### config.mk
export PLATFORM = sky130hd
export DESIGN_NAME = conv1d_mac_sequencer_flat
export DESIGN_NICKNAME = d
export VERILOG_FILES = /design/src/rtl/conv1d_mac_sequencer_if.sv /design/src/rtl/conv1d_mac_sequencer.sv /design/src/flat_wrapper.sv
export SDC_FILE = /design/constraint.sdc
export NUM_CORES = 1
export LEC_CHECK = 0
export ABC_AREA = 1
export BUFFER_PORTS_ARGS = -buffer_cell sky130_fd_sc_hd__buf_4
export CORE_UTILIZATION = 39
export DETAILED_ROUTE_END_ITERATION = 16
export GPL_TIMING_DRIVEN = 0
export PLACE_DENSITY_LB_ADDON = 0.08
export SLEW_MARGIN = 20
export SYNTH_ARGS = -nofsm -noshare
export SYNTH_HDL_FRONTEND = slang
export SYNTH_SLANG_ARGS = --single-unit
### constraint.sdc
create_clock -name clk -period 3.71 [get_ports clk]
set_input_delay 0.742 -clock clk [delete_from_list [all_inputs] [get_ports clk]]
set_output_delay 0.742 -clock clk [all_outputs]
set_load 0.005 [all_outputs]
### src/rtl/conv1d_mac_sequencer_if.sv
// Load and result streams of the conv1d MAC sequencer, grouped as valid/ready channels.
interface conv1d_mac_sequencer_if;
    logic               s_valid;
    logic               s_ready;
    logic signed [13:0] s_data;
    logic               m_valid;
    logic               m_ready;
    logic signed [27:0] m_data;

    modport slave  (input s_valid, s_data, m_ready, output s_ready, m_valid, m_data);
    modport master (output s_valid, s_data, m_ready, input s_ready, m_valid, m_data);
endinterface

### src/rtl/conv1d_mac_sequencer.sv
// Loads M weights and N samples, then steps an external 14x14 saturating MAC through
// every valid-mode 1D convolution window and streams out one result per window.
module conv1d_mac_sequencer #(
    parameter int N        = 16,
    parameter int M        = 8,
    parameter int MULT_LAT = 1,
    parameter int RELU     = 0
) (
    input  logic                   clk,
    input  logic                   reset,
    conv1d_mac_sequencer_if.slave  bus,
    output logic signed [13:0]     mac_a,
    output logic signed [13:0]     mac_b,
    output logic                   mac_enable_mult,
    output logic                   mac_en_pipeline_reg,
    output logic                   mac_en_acc,
    output logic                   mac_clear_acc,
    output logic                   mac_clear_pipeline_mult,
    input  logic signed [27:0]     mac_f
);
    localparam int XW = (N > 1) ? $clog2(N) : 1;
    localparam int WW = (M > 1) ? $clog2(M) : 1;
    localparam int DW = $clog2(MULT_LAT + 2);

    typedef enum logic [2:0] {LOAD_W, LOAD_X, CLR, ISSUE, DRAIN, OUT} state_t;

    state_t             state;
    logic signed [13:0] w [M];
    logic signed [13:0] x [N];
    logic [WW-1:0]      wcnt;
    logic [XW-1:0]      xcnt;
    logic [XW-1:0]      k;
    logic [WW-1:0]      j;
    logic [DW-1:0]      dcnt;
    logic [XW-1:0]      next_idx;
    logic [MULT_LAT+1:0] en_sr;
    logic               s_fire;

    assign s_fire   = bus.s_valid && bus.s_ready;
    assign next_idx = k + XW'(j) + XW'(1);

    // Bit 0 is the multiplier enable; later taps line up with the MAC's pipeline stages.
    assign mac_enable_mult     = en_sr[0];
    assign mac_en_pipeline_reg = en_sr[MULT_LAT];
    assign mac_en_acc          = en_sr[MULT_LAT+1];

    // NOTE: operand storage has no reset; every load phase overwrites all of it before use.
    always_ff @(posedge clk) begin
        if (s_fire) begin
            if (state == LOAD_W)      w[wcnt] <= bus.s_data;
            else if (state == LOAD_X) x[xcnt] <= bus.s_data;
        end
    end

    always_ff @(posedge clk or negedge reset) begin
        if (!reset) begin
            state                   <= LOAD_W;
            wcnt                    <= '0;
            xcnt                    <= '0;
            k                       <= '0;
            j                       <= '0;
            dcnt                    <= '0;
            en_sr                   <= '0;
            mac_a                   <= '0;
            mac_b                   <= '0;
            mac_clear_acc           <= 1'b0;
            mac_clear_pipeline_mult <= 1'b0;
            bus.s_ready             <= 1'b0;
            bus.m_valid             <= 1'b0;
            bus.m_data              <= '0;
        end else begin
            en_sr[MULT_LAT+1:1]     <= en_sr[MULT_LAT:0];
            en_sr[0]                <= 1'b0;
            mac_clear_acc           <= 1'b0;
            mac_clear_pipeline_mult <= 1'b0;
            case (state)
                LOAD_W: begin
                    bus.s_ready <= 1'b1;
                    if (s_fire) begin
                        if (wcnt == WW'(M - 1)) begin
                            wcnt  <= '0;
                            xcnt  <= '0;
                            state <= LOAD_X;
                        end else begin
                            wcnt <= wcnt + WW'(1);
                        end
                    end
                end
                LOAD_X: begin
                    if (s_fire) begin
                        if (xcnt == XW'(N - 1)) begin
                            xcnt                    <= '0;
                            k                       <= '0;
                            bus.s_ready             <= 1'b0;
                            mac_clear_acc           <= 1'b1;
                            mac_clear_pipeline_mult <= 1'b1;
                            state                   <= CLR;
                        end else begin
                            xcnt <= xcnt + XW'(1);
                        end
                    end
                end
                CLR: begin
                    j        <= '0;
                    mac_a    <= x[k];
                    mac_b    <= w[0];
                    en_sr[0] <= 1'b1;
                    state    <= ISSUE;
                end
                ISSUE: begin
                    if (j == WW'(M - 1)) begin
                        dcnt  <= '0;
                        state <= DRAIN;
                    end else begin
                        j        <= j + WW'(1);
                        mac_a    <= x[next_idx];
                        mac_b    <= w[j + WW'(1)];
                        en_sr[0] <= 1'b1;
                    end
                end
                DRAIN: begin
                    if (dcnt == DW'(MULT_LAT + 1)) begin
                        bus.m_data  <= ((RELU != 0) && mac_f[27]) ? '0 : mac_f;
                        bus.m_valid <= 1'b1;
                        state       <= OUT;
                    end else begin
                        dcnt <= dcnt + DW'(1);
                    end
                end
                OUT: begin
                    if (bus.m_ready) begin
                        bus.m_valid <= 1'b0;
                        if (k < XW'(N - M)) begin
                            k                       <= k + XW'(1);
                            mac_clear_acc           <= 1'b1;
                            mac_clear_pipeline_mult <= 1'b1;
                            state                   <= CLR;
                        end else begin
                            wcnt        <= '0;
                            bus.s_ready <= 1'b1;
                            state       <= LOAD_W;
                        end
                    end
                end
                default: state <= LOAD_W;
            endcase
        end
    end
endmodule

### src/flat_wrapper.sv
// flat-port wrapper written by rule: the top's interface ports become plain ports
module conv1d_mac_sequencer_flat 
#(
    parameter int N        = 16,
    parameter int M        = 8,
    parameter int MULT_LAT = 1,
    parameter int RELU     = 0
)
  (clk, reset, mac_a, mac_b, mac_enable_mult, mac_en_pipeline_reg, mac_en_acc, mac_clear_acc, mac_clear_pipeline_mult, mac_f, bus_s_valid, bus_s_data, bus_m_ready, bus_s_ready, bus_m_valid, bus_m_data);
  conv1d_mac_sequencer_if bus_i ();
  input  logic clk;
  input  logic reset;
  output logic signed [13:0] mac_a;
  output logic signed [13:0] mac_b;
  output logic mac_enable_mult;
  output logic mac_en_pipeline_reg;
  output logic mac_en_acc;
  output logic mac_clear_acc;
  output logic mac_clear_pipeline_mult;
  input  logic signed [27:0] mac_f;
  input wire logic [$bits(bus_i.s_valid)-1:0] bus_s_valid;
  input wire logic [$bits(bus_i.s_data)-1:0] bus_s_data;
  input wire logic [$bits(bus_i.m_ready)-1:0] bus_m_ready;
  output wire logic [$bits(bus_i.s_ready)-1:0] bus_s_ready;
  output wire logic [$bits(bus_i.m_valid)-1:0] bus_m_valid;
  output wire logic [$bits(bus_i.m_data)-1:0] bus_m_data;
  assign bus_i.s_valid = bus_s_valid;
  assign bus_i.s_data = bus_s_data;
  assign bus_i.m_ready = bus_m_ready;
  assign bus_s_ready = bus_i.s_ready;
  assign bus_m_valid = bus_i.m_valid;
  assign bus_m_data = bus_i.m_data;
  conv1d_mac_sequencer #(.N(N), .M(M), .MULT_LAT(MULT_LAT), .RELU(RELU)) u_core (.clk(clk), .reset(reset), .bus(bus_i), .mac_a(mac_a), .mac_b(mac_b), .mac_enable_mult(mac_enable_mult), .mac_en_pipeline_reg(mac_en_pipeline_reg), .mac_en_acc(mac_en_acc), .mac_clear_acc(mac_clear_acc), .mac_clear_pipeline_mult(mac_clear_pipeline_mult), .mac_f(mac_f));
endmodule
# Yosys cells after proc, flatten, opt, wreduce, memory -nomap -nowiden
# Memory sizes are Yosys's and may differ from the RTL's.
# Cells that the tools add are included.
# classes
n_addsub	7
n_lt_le_gt_ge	1
eq_ne	20
mux	55
n_reduce_logical	18
# ops
op	count
$pmux W14 S2	2
$mux W3	12
$mux W4	8
$mux W14	2
$mux W1	18
$pmux W3 S6	1
$pmux W4 S2	2
$add A4 B1 Y4 const B	3
$eq A3 B3 Y1 const B	4
$ne A2 B2 Y1 const B	6
$pmux W3 S2	2
$reduce_bool A2 Y1	6
$ne A2 B1 Y1 const B	5
$reduce_and A5 Y1	2
$reduce_and A4 Y1	2
$reduce_and A7 Y1	1
$add A3 B1 Y3 const B	2
$eq A3 B2 Y1 const B	2
$mux W2	3
$pmux W1 S2	3
$reduce_and A3 Y1	2
$add A4 B3 Y4	1
$eq A4 B4 Y1 const B	1
$lt A4 B4 Y1 const B	1
9 further kinds	10
# word_totals
ff_bits	81
mem_bits_rw	336
input_bits	46
out_inout_bits	63
n_memories	2
# mem_list
memory	depth	width	rd	rd_clocked_by_memory_dff	wr	line_no	rtl
u_core.x	16	14	2	0	1	conv1d_mac_sequencer.sv:29	logic signed [13:0] x [N];
u_core.w	8	14	2	0	1	conv1d_mac_sequencer.sv:28	logic signed [13:0] w [M];

# Depth between registers and ports, before layout
# Gate-level depths: netlist of run 1.
# depth
word_depth	5
ltp_mapped	18
depth_no_buf	12

# Worst setup path before layout of run 1
# OpenSTA, ideal clock, no wires.
# synth_path
kind	register -> register
from	register u_core.k[0]
to	register u_core.mac_a[3]
setup_time_ns	0.117
arrival_ns	2.539
t_required_ns	3.593
path_slack_ns	1.054
stages_incl_launch_ff	17
n_path_buf	5
period_less_slack_ns	2.656
cell_sequence	dfrtp_1 -> buf_2 -> inv_2 -> buf_2 -> buf_2 -> ha_1 -> fa_1 -> inv_1 -> buf_2 -> clkbuf_1 -> nand3_1 -> nand3_1 -> nand3_1 -> nand3_1 -> nand2_1 -> nand2_1 -> nand2_1
# synth_via
elab_chain_cells	5
# synth_rtl
element	line_no	rtl
from (decl)	conv1d_mac_sequencer.sv:32	logic [XW-1:0] k;
from (signal assigned)	conv1d_mac_sequencer.sv:134	k <= k + XW'(1);
$add A4 B3 Y4	conv1d_mac_sequencer.sv:40	assign next_idx = k + XW'(j) + XW'(1);
$add A4 B1 Y4	conv1d_mac_sequencer.sv:40	
$mem_v2 Z16 W14 (*)	--	
$mux W14	conv1d_mac_sequencer.sv:111	if (j == WW'(M - 1)) begin
$pmux W14 S2 (*)	conv1d_mac_sequencer.sv:76	case (state)
to (signal assigned)	conv1d_mac_sequencer.sv:105	mac_a <= x[k];
to (signal assigned)	conv1d_mac_sequencer.sv:116	mac_a <= x[next_idx];
to (decl)	conv1d_mac_sequencer.sv:12	output logic signed [13:0] mac_a,
# Mark *: on every way between the ends. The rest lies on a longest branch, timed or not. The select of a mux whose other input is x is not followed.
# A chain may end at the register's enable or synchronous reset.

# Final worst setup path of run 1
# layout_path
from	register u_core.k[0]
to	register u_core.mac_a[8]
# Same word-level chain as after synthesis.

==> results of run 1 <==
==> worst reg2reg max path: stages, from the launching register on <==
cell      delay, ns
dfrtp_1        0.38
buf_2          0.16
inv_2          0.09
buf_2          0.30
buf_4          0.29
ha_1           0.25
fa_1           0.46
inv_1          0.09
clkbuf_1       0.54
nand3_1        0.15
nand2_1        0.15
nand2_1        0.12
nand3_1        0.23
nand3_1        0.12
nand2_1        0.14
nand2_1        0.07
nand2_1        0.06
==> stage by stage <==
| stage | utilization | area (µm²) |
|---|---|---|
| floorplan | - | 20000 |
| global placement | 0.429 | 21600 |
| detailed placement | 0.436 | 22000 |
| CTS | 0.466 | 23500 |
| global route | 0.467 | 23500 |
| finish | 0.467 | 23500 |
==> where the power goes <==
| part | switching, mW | internal, mW |
|---|---|---|
| clock | 1.99 | 2.60 |
| combinational | 7.33 | 2.87 |
| sequential | 0.226 | 5.52 |
==> sequential cells by signal, indices dropped and copies added, names as in the netlist, 4 cells and up <==
| signal | cells |
|---|---|
| u_core.bus.m_data | 28 |
| u_core.k | 4 |
| u_core.mac_a | 14 |
| u_core.mac_b | 14 |
| u_core.w | 112 |
| u_core.x | 224 |
| u_core.xcnt | 4 |
==> metal layers <==
metal	vias up	track usage	wire [µm]
li1	7634	-	-
met1	7950	0.393	32500
met2	688	0.436	32500
met3	148	0.0380	5120
met4	0	0.126	3240
met5	-	0	0
==> cells in the mapped netlist (2+ instances only) <==
cell	number
nand2_1	739
nand3_1	397
edfxtp_1	336
inv_1	255
nor2_1	94
dfrtp_1	81
o21ai_0	66
buf_2	53
clkbuf_1	53
o22ai_1	29
o21ai_1	19
a21oi_1	17
ha_1	13
or2_2	11
buf_4	10
nor3_1	8
buf_1	4
buf_6	4
nand4_1	4
clkbuf_4	2
nor2_2	2
nor3_2	2
o21bai_1	2
==> cells in the final DEF, fill, tap and decap left out, types with 11 or more instances in the layout <==
| cell type | instances |
|---|---|
| nand2_1 | 739 |
| or2_2 | 11 |
| o21ai_0 | 66 |
| nor2_1 | 72 |
| clkbuf_16 | 47 |
| o21ai_1 | 19 |
| buf_2 | 52 |
| clkbuf_1 | 59 |
| ha_1 | 13 |
| o22ai_1 | 29 |
| inv_1 | 255 |
| dfrtp_1 | 81 |
| edfxtp_1 | 336 |
| a21oi_1 | 17 |
| clkinv_2 | 12 |
| nand3_1 | 397 |
| buf_4 | 122 |
| nor2_2 | 23 |
| buf_6 | 19 |
==> timing repair <==
action / CTS / global route
setup endpoints to repair: 14 / 11
gates resized for setup: 7 / 6
hold buffers: 0 / 0
==> worst min-delay path by stage <==
stage	slack, ns	endpoint	start
floorplan	0.38	u_core.en_sr[1]$_DFF_PN0_	u_core.en_sr[0]$_DFF_PN0_
global placement	0.36	u_core.en_sr[2]$_DFF_PN0_	u_core.en_sr[1]$_DFF_PN0_
global route	0.29	u_core.en_sr[2]$_DFF_PN0_	reset
CTS	0.23	u_core.k[2]$_DFFE_PN0P_	reset
finish	0.21	u_core.en_sr[2]$_DFF_PN0_	reset
detailed placement	0.37	u_core.en_sr[2]$_DFF_PN0_	u_core.en_sr[1]$_DFF_PN0_
==> cells by family (layout without fill, tap and decap cells) <==
family	Yosys count	in the layout	share of synthesized area
fa+ha+maj	14	14	0.00915
xor+xnor	2	2	0.00163
mux	1	1	0.000564
buf+inv	384	604	0.0798
flops	417	417	0.607
simple gates	1258	1258	0.265
compound gates	137	137	0.0370
==> layout make-up <==
cell class | instances | area share
Multi-Input combinational cell | 1412 | 0.270
Clock inverter | 27 | 0.0104
Sequential cell | 417 | 0.515
Buffer | 127 | 0.0274
Clock buffer | 60 | 0.0530
Inverter | 257 | 0.0410
Timing Repair Buffer | 133 | 0.0471
Tap cell | 672 | 0.0358
==> results_dict.tcl, run 1 <==
set metrics [dict create \
    synth_cell_types 35 \
    synth_area_leaders "edfxtp_1 51%, nand2_1 14%, dfrtp_1 10%, nand3_1 10%, inv_1 4.8%" \
    fin_crit_ns 3.67 \
    cellPowerDensity_mw_per_mm2 873 \
    endpoint "u_core.mac_a[8]$_DFFE_PN0P_" \
    multi_input_area_mm2 0.00635 \
    r2r-end "u_core.mac_a[8]$_DFFE_PN0P_" \
    cap_violations 0 \
    synthesis.area_mm2 0.0200 \
    grt_first_pass_wirelength_um 107000 \
    synth_top_cell_by_area "edfxtp_1" \
    syn_avg_cell_area_um2 9.02 \
    cp-start-kind "flip-flop" \
    fin_crit_sh 0.989 \
    status "finished clean" \
    drtPass1Iterations 5 \
    hold_violations 0 \
    start_util 0.396 \
    cts_max_path_buffers 3 \
    whs_ns 0.213 \
    crit_top_cell "nand2_1" \
    clk_pin_slew_ns 0.06 \
    drc_errors 0 \
    async_flop_share 0.194 \
    worst_slack_ns 0.0390 \
    reg2reg_depth 16 \
    crit_buf_inv 6 \
    regArea_mm2 0.0121 \
    dr.first_iter.drc_count 1776 \
    max_freq_mhz 272 \
    io_buffers 108 \
    h-tree-depth 2 \
    fp.dieH_um 228 \
    drv_slew 0 \
    vdd_drop_max_v 0.000462 \
    synthCells 2213 \
    ant_nets 0 \
    crit_fanout 10 \
    finalNetCount 2455 \
    path_class "flip-flop to flip-flop" \
    grt_usage 0.281 \
    crit_cells 16 \
    required_ns 4.25 \
    n_fill_cell 4827 \
    post_cts_buffers 0 \
    synth-main-ff-cell "edfxtp_1" \
    synth-edff-count 336 \
    fp.dieArea_mm2 0.0521 \
    critPathLaunch "u_core.k[0]$_DFFE_PN0P_" \
    cts_sinks 417 \
    crit_chain "buf_2 > inv_2 > buf_2 > buf_4 > ha_1 > fa_1 > inv_1 > clkbuf_1 > nand3_1 > nand2_1 > nand2_1 > nand3_1 > nand3_1 > nand2_1 > nand2_1 > nand2_1" \
    clk_latency_ns 0.61 \
    total_power_mw 20.5 \
    routed_wl_um 73400 \
    synth_fp_nets 2273 \
    regToRegStartpoint "u_core.k[0]$_DFFE_PN0P_" \
    setup_violations 0 \
    critPathMaxStageDelay_ns 0.54 \
    crit_family "buffers and inverters" \
    grt_pass1_vias 16200 \
    antenna_found_initial 0 \
    cts_root_buffer "clkbuf_16" \
    ys_seq_area_frac 0.607 \
    yosysWarnings 0 \
    die_x_um 228 \
    crit_slowest_cell "clkbuf_1" \
    skew_ns 0.0159 \
    vias_per_cell 5.29 \
    grt_max_degree 82 \
    ys_ff_latch 417 \
    reg2reg_setup_slack_ns 0.04 \
    gp_congestion 0.971 \
    ios 109 \
    min_path_type "input port to asynchronous set/reset pin" \
    power_leakage_nw 10.0 \
    max_slew_margin 0.382 \
    overflow 0 \
    worst_setup_path_end_kind "flip-flop" \
    setup_tns_ns 0 \
    synth_top_area_frac 0.505 \
    vias 16400 \
    rsz0062_at_grt "false" \
    cts_buffers 47 \
    place_inst 3018 \
    core-area_mm2 0.0504 \
    areaGrowthSynthToFinish_pct 17.8 \
    drive_above_1_share 0.133 \
    place_ws_ns -0.361 \
    cts_tree "yes" \
    final_cell_count_no_fill 3105 \
    dpl.hpwl_um 50400 \
    rows 82 \
    wl_per_cell_um 23.6 \
    worst_ep_arrival_time_ns 4.21 \
    tightestPinTransition_ns 0.927 \
    diodes 0 \
]
Power figures use the tool's default switching activity.
==> inputs of run 2 (changes only) <==
- BUFFER_PORTS_ARGS: -buffer_cell sky130_fd_sc_hd__buf_4 -> -buffer_cell sky130_fd_sc_hd__buf_2
- CORE_UTILIZATION: 39 -> 30
- SLEW_MARGIN: 20 -> default
==> run 2 against run 1 <==
Effect of this change:
- register-to-register slack improved by 0.07 ns
- critical path depth decreased by 3
- sequential cell count unchanged
- hold slack worse by 0.11 ns
- sequential share of layout area down 0.46 points
- clock skew grew 0.0017 ns
==> results_dict.tcl, run 2 (synthesis gave the netlist of run 1 again) <==
set metrics [dict create \
    crit_buf_inv 4 \
    largest_registers "u_core.x x224, u_core.w x112, u_core.bus.m_data x28" \
    core-area_mm2 0.0657 \
    drtPass1Iterations 5 \
    post-route-util 0.361 \
    crit_chain "inv_1 > buf_2 > clkbuf_4 > ha_1 > fa_1 > xor2_4 > buf_6 > nand2_1 > nand3_1 > nand3_1 > nand2_1 > nand2_1 > nand2_1" \
    vdd_drop_max_v 0.000568 \
    grt_pass1_vias 16100 \
    ant_nets 0 \
    vias_per_cell 4.95 \
    required_ns 4.26 \
    layout_commonest_cell "nand2_1" \
    whs_ns 0.104 \
    setup_violations 0 \
    fin_area_mm2 0.0237 \
    fp.dieH_um 260 \
    path_class "flip-flop to flip-flop" \
    worst_setup_path_end_kind "flip-flop" \
    cts_max_path_buffers 3 \
    critPathMaxStageDelay_ns 0.54 \
    cts_root_buffer "clkbuf_16" \
    status "finished clean" \
    crit_slowest_cell "fa_1" \
    crit_fanout 10 \
    fp.dieArea_mm2 0.0676 \
    rows 94 \
    drv_slew 0 \
    cp-start-kind "flip-flop" \
    vias 16300 \
    antenna_found_initial 3 \
    regMostFlops "u_core.x" \
    min_path_type "input port to asynchronous set/reset pin" \
    worst_ep_arrival_time_ns 4.16 \
    wl_per_cell_um 24.0 \
    grt_max_degree 46 \
    clk_latency_ns 0.62 \
    gp_congestion 0.945 \
    fin_crit_ns 3.61 \
    cts_tree "yes" \
    grt_usage 0.236 \
    crit_top_cell "nand2_1" \
    max_freq_mhz 277 \
    skew_ns 0.0176 \
    clk_pin_slew_ns 0.06 \
    ios 109 \
    drc_errors 0 \
    io_buffers 108 \
    crit_family "simple AND/OR/NAND/NOR gates" \
    cts_sinks 417 \
    cts_buffers 51 \
    power_leakage_nw 10.0 \
    die_x_um 260 \
    rsz0062_at_grt "false" \
    layout_common_cells "739 x nand2_1, 397 x nand3_1, 336 x edfxtp_1" \
    hold_violations 0 \
    fin_crit_sh 0.972 \
    tightestPinTransition_ns 1.01 \
    finalNetCount 2456 \
    dr.first_iter.drc_count 1607 \
    start_util 0.304 \
    areaGrowthSynthToFinish_pct 18.8 \
    max_slew_margin 0.324 \
    routed_wl_um 79100 \
    cap_violations 0 \
    placed_area_mm2 0.0220 \
    overflow 0 \
    drive_above_1_share 0.132 \
    grt_first_pass_wirelength_um 114000 \
    dpl.hpwl_um 54200 \
    largest_reg_flops 224 \
    cellPowerDensity_mw_per_mm2 889 \
    h-tree-depth 2 \
]
run 2: final timing paths:
| kind | startpoint | endpoint | slack (ns) | depth (start not counted) |
|---|---|---|---|---|
| max | u_core.j[0]$_DFFE_PN0P_ | u_core.mac_a[4]$_DFFE_PN0P_ | 0.10 | 13 |
| min | reset | u_core.bus.m_data[22]$_DFFE_PN0P_ | 0.10 | 1 |
| max reg2reg | u_core.j[0]$_DFFE_PN0P_ | u_core.mac_a[4]$_DFFE_PN0P_ | 0.10 | 13 |
| min reg2reg | u_core.en_sr[1]$_DFF_PN0_ | u_core.en_sr[2]$_DFF_PN0_ | 0.38 | 0 |
| max in group asynchronous | reset | u_core.mac_b[8]$_DFFE_PN0P_ | 2.94 | 2 |
| min in group clk | mac_f[13] | u_core.bus.m_data[13]$_DFFE_PN0P_ | 0.32 | 3 |
run 2: layout make-up:
type                       count  area, µm²
tap                          864       1080
clock inverter                15        133
sequential                   417      12100
timing repair buffer         131        906
multi-input combinational   1412       6340
buffer                       126        659
clock buffer                  79       1510
fill                        6710      42000
antenna                        2       5.00
inverter                     257        965
run 2: where the power goes:
| group | switching (mW) | internal, mW | total (mW) |
|---|---|---|---|
| Combinational | 7.56 | 2.82 | 10.4 |
| Clock | 2.08 | 2.88 | 4.96 |
| Sequential | 0.218 | 5.52 | 5.74 |
| Total | 9.86 | 11.2 | 21.1 |
run 2: worst reg2reg max path, delay by kind of cell (launching register included):
| family | cells | cell delay [ns] |
|---|---|---|
| AND/OR/NAND/NOR | 6 | 0.93 |
| adder cells (fa/ha/maj) | 2 | 0.82 |
| buffers and inverters | 4 | 0.80 |
| XOR/XNOR | 1 | 0.54 |
| flip-flops | 1 | 0.46 |
run 2: timing repair:
item	CTS	global route
endpoints found under the setup margin	14	14
buffers inserted	0	0
hold buffers	0	0
resized for setup	9	14
pin swaps	0	1
run 2: per-stage QoR:
stage / TNS [ns] / instances / worst slack, ns / power [mW]
2_1_floorplan: 0 / 2213 / 1.05 / 11.6
3_3_place_gp: -8.81 / 3185 / -0.460 / 15.9
3_5_place_dp: -6.02 / 3208 / -0.537 / 16.0
4_1_cts: 0 / 3302 / 0.00772 / 21.1
5_1_grt: 0 / 3301 / 0.00637 / 22.2
6_report: 0 / 3303 / 0.104 / 21.1
run 2: metal layers:
metal / global-route usage / wire length, µm
met1: 0.325 / 35200
met2: 0.367 / 35500
met3: 0.0304 / 4740
met4: 0.114 / 3680
met5: 0 / 0
==> inputs of run 3 (changes only) <==
- clock period: 3.71 -> 4.3 ns (I/O delays scaled with it)
==> run 3 against run 2 <==
Effect of this change:
- critical path depth grew 3
- clock skew shrank 0.0016 ns
- hold slack gained 0.12 ns
- first-iteration DRC count grew 5.9%
- power shrank 14%
- die area is the same
- highest routed layer unchanged
==> results_dict.tcl, run 3 (synthesis gave the netlist of run 1 again) <==
set metrics [dict create \
    largest_registers "u_core.x x224, u_core.w x112, u_core.bus.m_data x28" \
    crit_fanout 10 \
    regToRegStartpoint "u_core.k[0]$_DFFE_PN0P_" \
    setup_tns_ns 0 \
    start_util 0.304 \
    io_buffers 108 \
    wl_met1_um 35300 \
    path_class "flip-flop to flip-flop" \
    place_ws_ns 0.0527 \
    vias 16300 \
    core-area_mm2 0.0657 \
    cts_sinks 417 \
    placed_area_mm2 0.0220 \
    r2r-end "u_core.mac_a[4]$_DFFE_PN0P_" \
    ios 109 \
    setup_violations 0 \
    critPathLaunch "u_core.k[0]$_DFFE_PN0P_" \
    fin_crit_sh 0.985 \
    grt_usage 0.236 \
    finalNetCount 2457 \
    min_path_type "input port to asynchronous set/reset pin" \
    layout_commonest_cell "nand2_1" \
    hold_violations 0 \
    worst_slack_ns 0.0649 \
    gp_congestion 0.945 \
    routed_wl_um 79100 \
    power_leakage_nw 10.0 \
    rows 94 \
    max_slew_margin 0.290 \
    max_freq_mhz 236 \
    die_x_um 260 \
    fin_crit_ns 4.24 \
    layout_common_cells "739 x nand2_1, 397 x nand3_1, 336 x edfxtp_1" \
    fin_area_mm2 0.0237 \
    rsz0062_at_grt "false" \
    whs_ns 0.227 \
    cts_buffers 51 \
    grt_pass1_vias 16100 \
    cts_root_buffer "clkbuf_16" \
    largest_reg_flops 224 \
    clk_latency_ns 0.62 \
    endpoint "u_core.mac_a[4]$_DFFE_PN0P_" \
    cp-start-kind "flip-flop" \
    required_ns 4.85 \
    vdd_drop_max_v 0.000396 \
    post_cts_buffers 0 \
    h-tree-depth 2 \
    dr.first_iter.drc_count 1702 \
    cap_violations 0 \
    overflow 0 \
    met3_length_um 4670 \
    fp.dieH_um 260 \
    tightestPinTransition_ns 1.06 \
    vias_per_cell 4.94 \
    worst_setup_path_end_kind "flip-flop" \
    fp.dieArea_mm2 0.0676 \
    drv_slew 0 \
    drive_above_1_share 0.131 \
    cts_tree "yes" \
    dpl.hpwl_um 54200 \
    grt_first_pass_wirelength_um 114000 \
    cts_max_path_buffers 3 \
    wl_per_cell_um 23.9 \
    drc_errors 0 \
    reg2reg_setup_slack_ns 0.06 \
    grt_max_degree 46 \
    reg2reg_depth 16 \
    regMostFlops "u_core.x" \
    antenna_found_initial 3 \
    worst_ep_arrival_time_ns 4.79 \
    areaGrowthSynthToFinish_pct 18.6 \
    cellPowerDensity_mw_per_mm2 764 \
    n_fill_cell 6710 \
    clk_pin_slew_ns 0.06 \
    drtPass1Iterations 5 \
    top_layer "met4" \
    wl_met2_um 35800 \
    ant_nets 0 \
    skew_ns 0.0160 \
    status "finished clean" \
]
run 3: area by class of cell:
cell class	instances	area [µm²]	area share
flip-flops and latches	417	12100	0.512
multi-input cells	1412	6320	0.267
clock buffers	79	1510	0.0639
well taps	864	1080	0.0457
inverters	257	965	0.0407
repair buffers	131	906	0.0383
plain buffers	127	632	0.0267
clock inverters	15	133	0.00560
diodes	5	12.5	0.000528
run 3: layer usage:
metal,global-route usage,vias up
met4,0.108,0
li1,-,7649
met2,0.370,605
met5,0,-
met3,0.0290,131
met1,0.326,7944
run 3: how the worst min path moves through the flow:
stage | startpoint | cells after the start | end
2_1_floorplan | u_core.en_sr[0]$_DFF_PN0_ | 0 | u_core.en_sr[1]$_DFF_PN0_
3_3_place_gp | u_core.en_sr[1]$_DFF_PN0_ | 0 | u_core.en_sr[2]$_DFF_PN0_
3_5_place_dp | u_core.en_sr[1]$_DFF_PN0_ | 0 | u_core.en_sr[2]$_DFF_PN0_
4_1_cts | reset | 1 | u_core.bus.m_data[22]$_DFFE_PN0P_
5_1_grt | reset | 1 | u_core.bus.m_data[22]$_DFFE_PN0P_
6_report | reset | 1 | u_core.bus.m_data[22]$_DFFE_PN0P_
run 3: where the power goes:
| group | switching [mW] | internal, mW |
|---|---|---|
| Clock | 1.79 | 2.48 |
| Sequential | 0.189 | 4.76 |
| Combinational | 6.52 | 2.35 |
run 3: what timing repair did:
| item | CTS | global route |
|---|---|---|
| resized for setup | 0 | 6 |
| hold buffers | 0 | 0 |
| hold endpoints to repair | 0 | 0 |
| setup endpoints to repair | 0 | 12 |
run 3: worst max-delay path: stages (launching register included):
cell	delay, ns
dfrtp_1	0.34
buf_2	0.17
inv_2	0.07
buf_2	0.22
buf_2	0.28
ha_1	0.27
fa_1	0.53
clkbuf_1	0.73
buf_2	0.49
nand3_1	0.12
nand2_1	0.07
nand2_1	0.05
nand3_1	0.27
nand3_1	0.11
nand2_1	0.26
nand2_1	0.09
nand2_1	0.07
run 3: stage by stage:
stage | total power [mW] | instances | util
2_1_floorplan | 9.97 | 2213 | -
3_3_place_gp | 13.7 | 3185 | 0.328
3_5_place_dp | 13.8 | 3208 | 0.335
4_1_cts | 18.1 | 3302 | 0.360
5_1_grt | 19.1 | 3302 | 0.360
6_report | 18.1 | 3307 | 0.360
